<file path="src/rtl/csr_access_unit.sv">
// Zicsr execution unit: reads a CSR through the external read mux, computes the
// CSRRW/CSRRS/CSRRC (and immediate) result, strobes the write and returns the old value.
module csr_access_unit #(
    parameter int XLEN = 32
) (
    input  logic            clk,
    input  logic            rst_n,
    input  logic            req_valid,
    output logic            req_ready,
    input  logic [2:0]      req_funct3,
    input  logic [11:0]     req_addr,
    input  logic [4:0]      req_rs1_field,
    input  logic [XLEN-1:0] req_rs1_data,
    output logic [11:0]     mux_addr,
    input  logic [XLEN-1:0] mux_data,
    input  logic            mux_fail,
    output logic            csr_we,
    output logic [11:0]     csr_waddr,
    output logic [XLEN-1:0] csr_wdata,
    output logic            rsp_valid,
    input  logic            rsp_ready,
    output logic [XLEN-1:0] rsp_rdata,
    output logic            rsp_illegal
);

    typedef enum logic [1:0] {IDLE, READ, WRITE, RESP} state_t;

    state_t            state_q, state_d;
    logic [2:0]        funct3_q, funct3_d;
    logic [11:0]       addr_q, addr_d;
    logic [4:0]        rs1_field_q, rs1_field_d;
    logic [XLEN-1:0]   rs1_data_q, rs1_data_d;
    logic [11:0]       mux_addr_q, mux_addr_d;
    logic [XLEN-1:0]   old_q, old_d;
    logic              illegal_q, illegal_d;
    logic              csr_we_q, csr_we_d;
    logic [11:0]       csr_waddr_q, csr_waddr_d;
    logic [XLEN-1:0]   csr_wdata_q, csr_wdata_d;
    logic              rsp_valid_q, rsp_valid_d;
    logic [XLEN-1:0]   rsp_rdata_q, rsp_rdata_d;
    logic              rsp_illegal_q, rsp_illegal_d;

    logic [XLEN-1:0]   src;
    logic              wr_intent;
    logic              illegal_rd;
    logic [XLEN-1:0]   new_val;

    // Set/clear forms with a zero source (x0 or uimm 0) are pure reads.
    always_comb begin
        src        = funct3_q[2] ? {{(XLEN-5){1'b0}}, rs1_field_q} : rs1_data_q;
        wr_intent  = (funct3_q[1:0] == 2'b01) || (funct3_q[1] && (rs1_field_q != 5'd0));
        illegal_rd = mux_fail || (funct3_q[1:0] == 2'b00) ||
                     (wr_intent && (addr_q[11:10] == 2'b11));
        case (funct3_q[1:0])
            2'b01:   new_val = src;
            2'b10:   new_val = mux_data | src;
            2'b11:   new_val = mux_data & ~src;
            default: new_val = mux_data;
        endcase
    end

    always_comb begin
        state_d       = state_q;
        funct3_d      = funct3_q;
        addr_d        = addr_q;
        rs1_field_d   = rs1_field_q;
        rs1_data_d    = rs1_data_q;
        mux_addr_d    = mux_addr_q;
        old_d         = old_q;
        illegal_d     = illegal_q;
        csr_we_d      = 1'b0;
        csr_waddr_d   = csr_waddr_q;
        csr_wdata_d   = csr_wdata_q;
        rsp_valid_d   = rsp_valid_q;
        rsp_rdata_d   = rsp_rdata_q;
        rsp_illegal_d = rsp_illegal_q;
        case (state_q)
            IDLE: begin
                if (req_valid) begin
                    funct3_d    = req_funct3;
                    addr_d      = req_addr;
                    rs1_field_d = req_rs1_field;
                    rs1_data_d  = req_rs1_data;
                    mux_addr_d  = req_addr;
                    state_d     = READ;
                end
            end
            READ: begin
                old_d       = mux_data;
                illegal_d   = illegal_rd;
                csr_we_d    = wr_intent && !illegal_rd;
                csr_waddr_d = addr_q;
                csr_wdata_d = new_val;
                state_d     = WRITE;
            end
            WRITE: begin
                rsp_valid_d   = 1'b1;
                rsp_rdata_d   = illegal_q ? '0 : old_q;
                rsp_illegal_d = illegal_q;
                state_d       = RESP;
            end
            RESP: begin
                if (rsp_ready) begin
                    rsp_valid_d = 1'b0;
                    state_d     = IDLE;
                end
            end
            default: state_d = IDLE;
        endcase
    end

    always_ff @(posedge clk or negedge rst_n) begin
        if (!rst_n) begin
            state_q       <= IDLE;
            funct3_q      <= '0;
            addr_q        <= '0;
            rs1_field_q   <= '0;
            rs1_data_q    <= '0;
            mux_addr_q    <= '0;
            old_q         <= '0;
            illegal_q     <= 1'b0;
            csr_we_q      <= 1'b0;
            csr_waddr_q   <= '0;
            csr_wdata_q   <= '0;
            rsp_valid_q   <= 1'b0;
            rsp_rdata_q   <= '0;
            rsp_illegal_q <= 1'b0;
        end else begin
            state_q       <= state_d;
            funct3_q      <= funct3_d;
            addr_q        <= addr_d;
            rs1_field_q   <= rs1_field_d;
            rs1_data_q    <= rs1_data_d;
            mux_addr_q    <= mux_addr_d;
            old_q         <= old_d;
            illegal_q     <= illegal_d;
            csr_we_q      <= csr_we_d;
            csr_waddr_q   <= csr_waddr_d;
            csr_wdata_q   <= csr_wdata_d;
            rsp_valid_q   <= rsp_valid_d;
            rsp_rdata_q   <= rsp_rdata_d;
            rsp_illegal_q <= rsp_illegal_d;
        end
    end

    assign req_ready   = (state_q == IDLE);
    assign mux_addr    = mux_addr_q;
    assign csr_we      = csr_we_q;
    assign csr_waddr   = csr_waddr_q;
    assign csr_wdata   = csr_wdata_q;
    assign rsp_valid   = rsp_valid_q;
    assign rsp_rdata   = rsp_rdata_q;
    assign rsp_illegal = rsp_illegal_q;

endmodule

</file>
<file path="config.mk">
export PLATFORM = sky130hd
export DESIGN_NAME = csr_access_unit
export DESIGN_NICKNAME = d
export VERILOG_FILES = /design/src/rtl/csr_access_unit.sv
export SDC_FILE = /design/constraint.sdc
export NUM_CORES = 1
export LEC_CHECK = 0
export BUFFER_PORTS_ARGS = -buffer_cell sky130_fd_sc_hd__buf_2
export CORE_MARGIN = 4
export CORE_UTILIZATION = 40
export CTS_CLUSTER_DIAMETER = 50
export DETAILED_ROUTE_END_ITERATION = 7
export PLACE_DENSITY = 0.73
export SLEW_MARGIN = 20
export SYNTH_ARGS = -nofsm -noshare
export SYNTH_HDL_FRONTEND = slang
export SYNTH_SLANG_ARGS = --single-unit
export TNS_END_PERCENT = 30
</file>
<file path="constraint.sdc">
create_clock -name clk -period 4.3 [get_ports clk]
set_input_delay 0.86 -clock clk [delete_from_list [all_inputs] [get_ports clk]]
set_output_delay 0.86 -clock clk [all_outputs]
set_load 0.01 [all_outputs]
</file>
-- Yosys cells after proc, flatten, opt, wreduce, memory -nomap -nowiden
Cells that the tools add are included.
- register bits: 166
- output and inout port bits: 92
- bitwise operators: 3
- equal/unequal tests: 9
- reduce and logical (&&, ||, !) cells: 14
- mux-type cells: 9
- operators by type and width (kind ; count):
    $pmux 32 s3 ; 1
    $mux 32 ; 2
    $and 32x32->32 ; 1
    $not 32->32 ; 1
    $or 32x32->32 ; 1
    $eq 2x2->1 const B ; 5
    $pmux 2 s4 ; 1
    $reduce_and 2->1 ; 3
    $reduce_bool 5->1 ; 1
    $eq 2x1->1 const B ; 2
    $logic_not 2->1 ; 2
    $mux 2 ; 2
    $ne 2x2->1 const B ; 2
    $logic_and 1x1->1 ; 3
    $logic_or 1x1->1 ; 3
    $mux 1 ; 2
    $pmux 1 s2 ; 1
    $reduce_bool 2->1 ; 1
    $logic_not 1->1 ; 1

-- Depth between registers and ports, before layout
- depth after elaboration: 8
- depth in mapped cells: 7
- depth with buffers taken out: 5

-- Worst setup path after synthesis
Ideal clock, no wire load.
- kind: input to register
- start: input req_valid
- end: register rs1_data_q[10]
- setup slack: 2464 ps
- data required time: 4175 ps
- arrival time: 1711 ps
- stages on the path: 3
- buffers on the path: 1
- cell sequence: nand2_1 > buf_1 > mux2_2
- longest elaborated chain between the ends: 1
- RTL lines (item ; line ; source):
    start: declaration ; 8 ; input logic req_valid,
    $reduce_and 2->1 (no source line) ; n/a ;
    end signal: assignment ; 133 ; rs1_data_q <= rs1_data_d;
    end: declaration ; 32 ; logic [XLEN-1:0] rs1_data_q, rs1_data_d;
No other way between the ends.
A chain may end at the register's enable or synchronous reset.

-- Worst setup path after layout
- start: register state_q[0]
- end: register mux_addr_q[5] (netlist: mux_addr[5])
- longest elaborated chain between the ends: 2
- RTL lines (item ; line ; source):
    start: declaration ; 28 ; state_t state_q, state_d;
    start signal: assignment ; 129 ; state_q <= state_d;
    $logic_not 2->1 ; 77 ; case (state_q)
    $reduce_and 2->1 (no source line) ; n/a ;
    end signal: assignment ; 134 ; mux_addr_q <= mux_addr_d;
    end: declaration ; 33 ; logic [11:0] mux_addr_q, mux_addr_d;
No other way between the ends.

==> qor.txt <==
outcome - complete, no violations
Tmin final - 2.37 ns
antenna violations before repair - 4
die area - 20500 µm²
final hold violations - 0
Reg clk slew, reported paths - 0.07 ns
detailed-route via count - 5314
Max clock buf depth - 2
Period Utilization, post-route - 55.1%
Pins Over Slew Limit - 0
initial cell density of the core - 40.7%
ys flop type - dfrtp_1
Root Buffer - clkbuf_16
CTS H-tree depth - 4
CTS buffer count - 17
first-pass GRT wire length - 28900 µm
setup ws final - 1.93 ns
reg2reg start - state_q[0]
residual DRC count - 0
crit-path cells - inv_1 > ha_1 > nand2_2 > buf_4 > mux2_2
Crit path largest cell delay - 0.70 ns
Cell Area, Synth - 7320 µm²
Port Buf Inserts - 180
CP required - 4.60 ns
Least-Margin Pin Slew - 1.04 ns
Peak VDD IR - 0.000374 V
post-cts sizing count - 0
multiplexer share of the synthesized area - 15.8%
worst skew pair latency - 0.42 ns
max-cap viol count - 0
post-synthesis xor/xnor area fraction - 0%
static leakage - 0.00424 µW
Vias/cell - 5.15
Hold Path Origin - old_q[20]
vias in the first global route - 5447
die height - 143 µm
placed insts - 1000
Worst Setup SP - state_q[0]
post-synth cell types - 28
share of cells above drive strength 1 - 40.4%
Antenna Violating Nets Remaining - 0
Syn-to-layout area delta - 24.0%
syn_nets - 719
commonest non-fill, non-tap cell in the layout - buf_2
worst hold slack - 0.477 ns
# fillers - 1611
Synth Area per Inst - 11.7 µm²
Num Clock Sinks - 166
Initial DRC Count - 237
grt ovf - 0
Placer Congestion - 0.754
Post-synth ARST share - 100%
number of flops mapped to enable cells by yosys - 0
Slowest cell on crit path - nand2_2
largest net degree at the start of global routing - 87
Finished Layout Cells - 1032
Die Span X - 143 µm
Rows - 49
fmax - 422 MHz
Post-DP HPWL - 11800 µm
Post-Route WL - 18000 µm
Slew HR - 30.8%
Setup Fix Bufs, Post-CTS - 0
gr usage total - 17.9%
setup_tns - 0 ns
RSZ-0062 raised after global routing - false
count of final setup violators - 0
FF+latch count, synth - 166
TritonCTS clock tree - done
post-cts hold buffer count - 0
P per Cell Area - 817 nW/µm²
crit path DAT - 2.67 ns
Nets - 883
critical path class - reg -> reg
adder-cell share of the synthesized area - 0.684%
part of the Yosys area used for sequential elements - 56.8%
Core Util, Final - 50.5%
Critical Path End Type - flop
wire length per cell - 17.4 µm
Post-Synth Simple-Gate Area - 10.0%
Ports - 181
commonest non-fill, non-tap cells in the layout - 179 x buf_2, 166 x dfrtp_1, 103 x mux2_2
first drt pass iteration count - 4
CP max FO - 36
startpoint types - flop
worst slack at placement - 1.73 ns
Yosys Warn Count - 0
complex-gate fraction of the synthesized area - 10.8%
Core ar. - 18000 µm²
Layout Skew - 0.0104 ns
Gate Count Post-Synth - 626
main combinational cell family by area after synthesis - multiplexers
Min-Delay Path Class - reg -> reg
## through the flow
step           power [µW]  instance area (µm²)
2_1_floorplan        4760                 7320
5_1_grt              7940                 9070
3_5_place_dp         5800                 8430
4_1_cts              7500                 9070
3_3_place_gp         5700                 8430
6_report             7410                 9070
## sequential cells by signal (all words and copies together), names as in the netlist
| name | count |
|---|---|
| csr_wdata | 32 |
| old_q | 32 |
| rs1_data_q | 32 |
| rsp_rdata | 32 |
| csr_waddr | 12 |
| mux_addr | 12 |
| rs1_field_q | 5 |
| funct3_q | 3 |
| state_q | 2 |
| csr_we | 1 |
| illegal_q | 1 |
| rsp_illegal | 1 |
| rsp_valid | 1 |
## Yosys cell counts (6+ instances only)
cell type	n	area share [%]
o211ai_1	6	0.62
clkbuf_1	22	1.1
inv_1	65	3.3
o21ai_0	31	2.1
nand2b_1	28	2.4
nor2b_1	9	0.77
buf_2	14	0.96
dfrtp_1	166	57
o221ai_1	27	3.2
nand2_1	33	1.7
nor2_1	33	1.7
and3_1	27	2.3
mux2_2	103	16
o32a_1	28	3.8
## path summary, 6_finish.rpt
path | endpoint | slack (ns) | cells past startpoint
hold / removal | rsp_rdata[20] | 0.48 | 2
hold reg to reg | rsp_rdata[20] | 0.48 | 2
min in group asynchronous | rsp_rdata[9] | 0.49 | 1
max in group asynchronous | rs1_data_q[26] | 2.87 | 2
setup reg to reg | mux_addr[5] | 1.93 | 5
setup / recovery | mux_addr[5] | 1.93 | 5
## power by group
part           total [µW]  internal (µW)  switching (µW)
Clock                1690           1050             639
Combinational        2870           1400            1470
Sequential           2850           2360             495
## layer usage
| layer | global-route usage [%] | vias up | wire length [µm] |
|---|---|---|---|
| li1 | - | 2516 | - |
| met1 | 23.9 | 2611 | 7980 |
| met2 | 27.7 | 155 | 8300 |
| met3 | 6.10 | 24 | 1380 |
| met4 | 5.50 | 8 | 248 |
| met5 | 0 | - | 57 |
## critical path: cells and delay by family, from the launching register on
family,cells,cell delay [ns]
flip-flops,1,0.44
adder cells (fa/ha/maj),1,0.26
AND/OR/NAND/NOR,1,0.70
multiplexers,1,0.36
buffers and inverters,2,0.48
## cell type report
| cell class | count | area (µm²) | share of cell area [%] |
|---|---|---|---|
| well taps | 229 | 287 | 3.16 |
| inverters | 65 | 244 | 2.69 |
| multi-input cells | 353 | 2760 | 30.4 |
| flip-flops and latches | 166 | 4150 | 45.8 |
| diodes | 1 | 2.50 | 0.0276 |
| repair buffers | 187 | 985 | 10.9 |
| clock buffers | 19 | 443 | 4.88 |
| clock inverters | 12 | 201 | 2.22 |
## kinds of logic (layout without fill, tap and decap cells)
kind of cell	Yosys count	after routing
other	0	1
multiplexers	103	103
AO/OA/AOI/OAI	103	103
AND/OR/NAND/NOR	143	143
buffers and inverters	107	283
adder cells (fa/ha/maj)	4	4
flip-flops	166	166
Note: power is estimated with default switching activity, not from simulation.
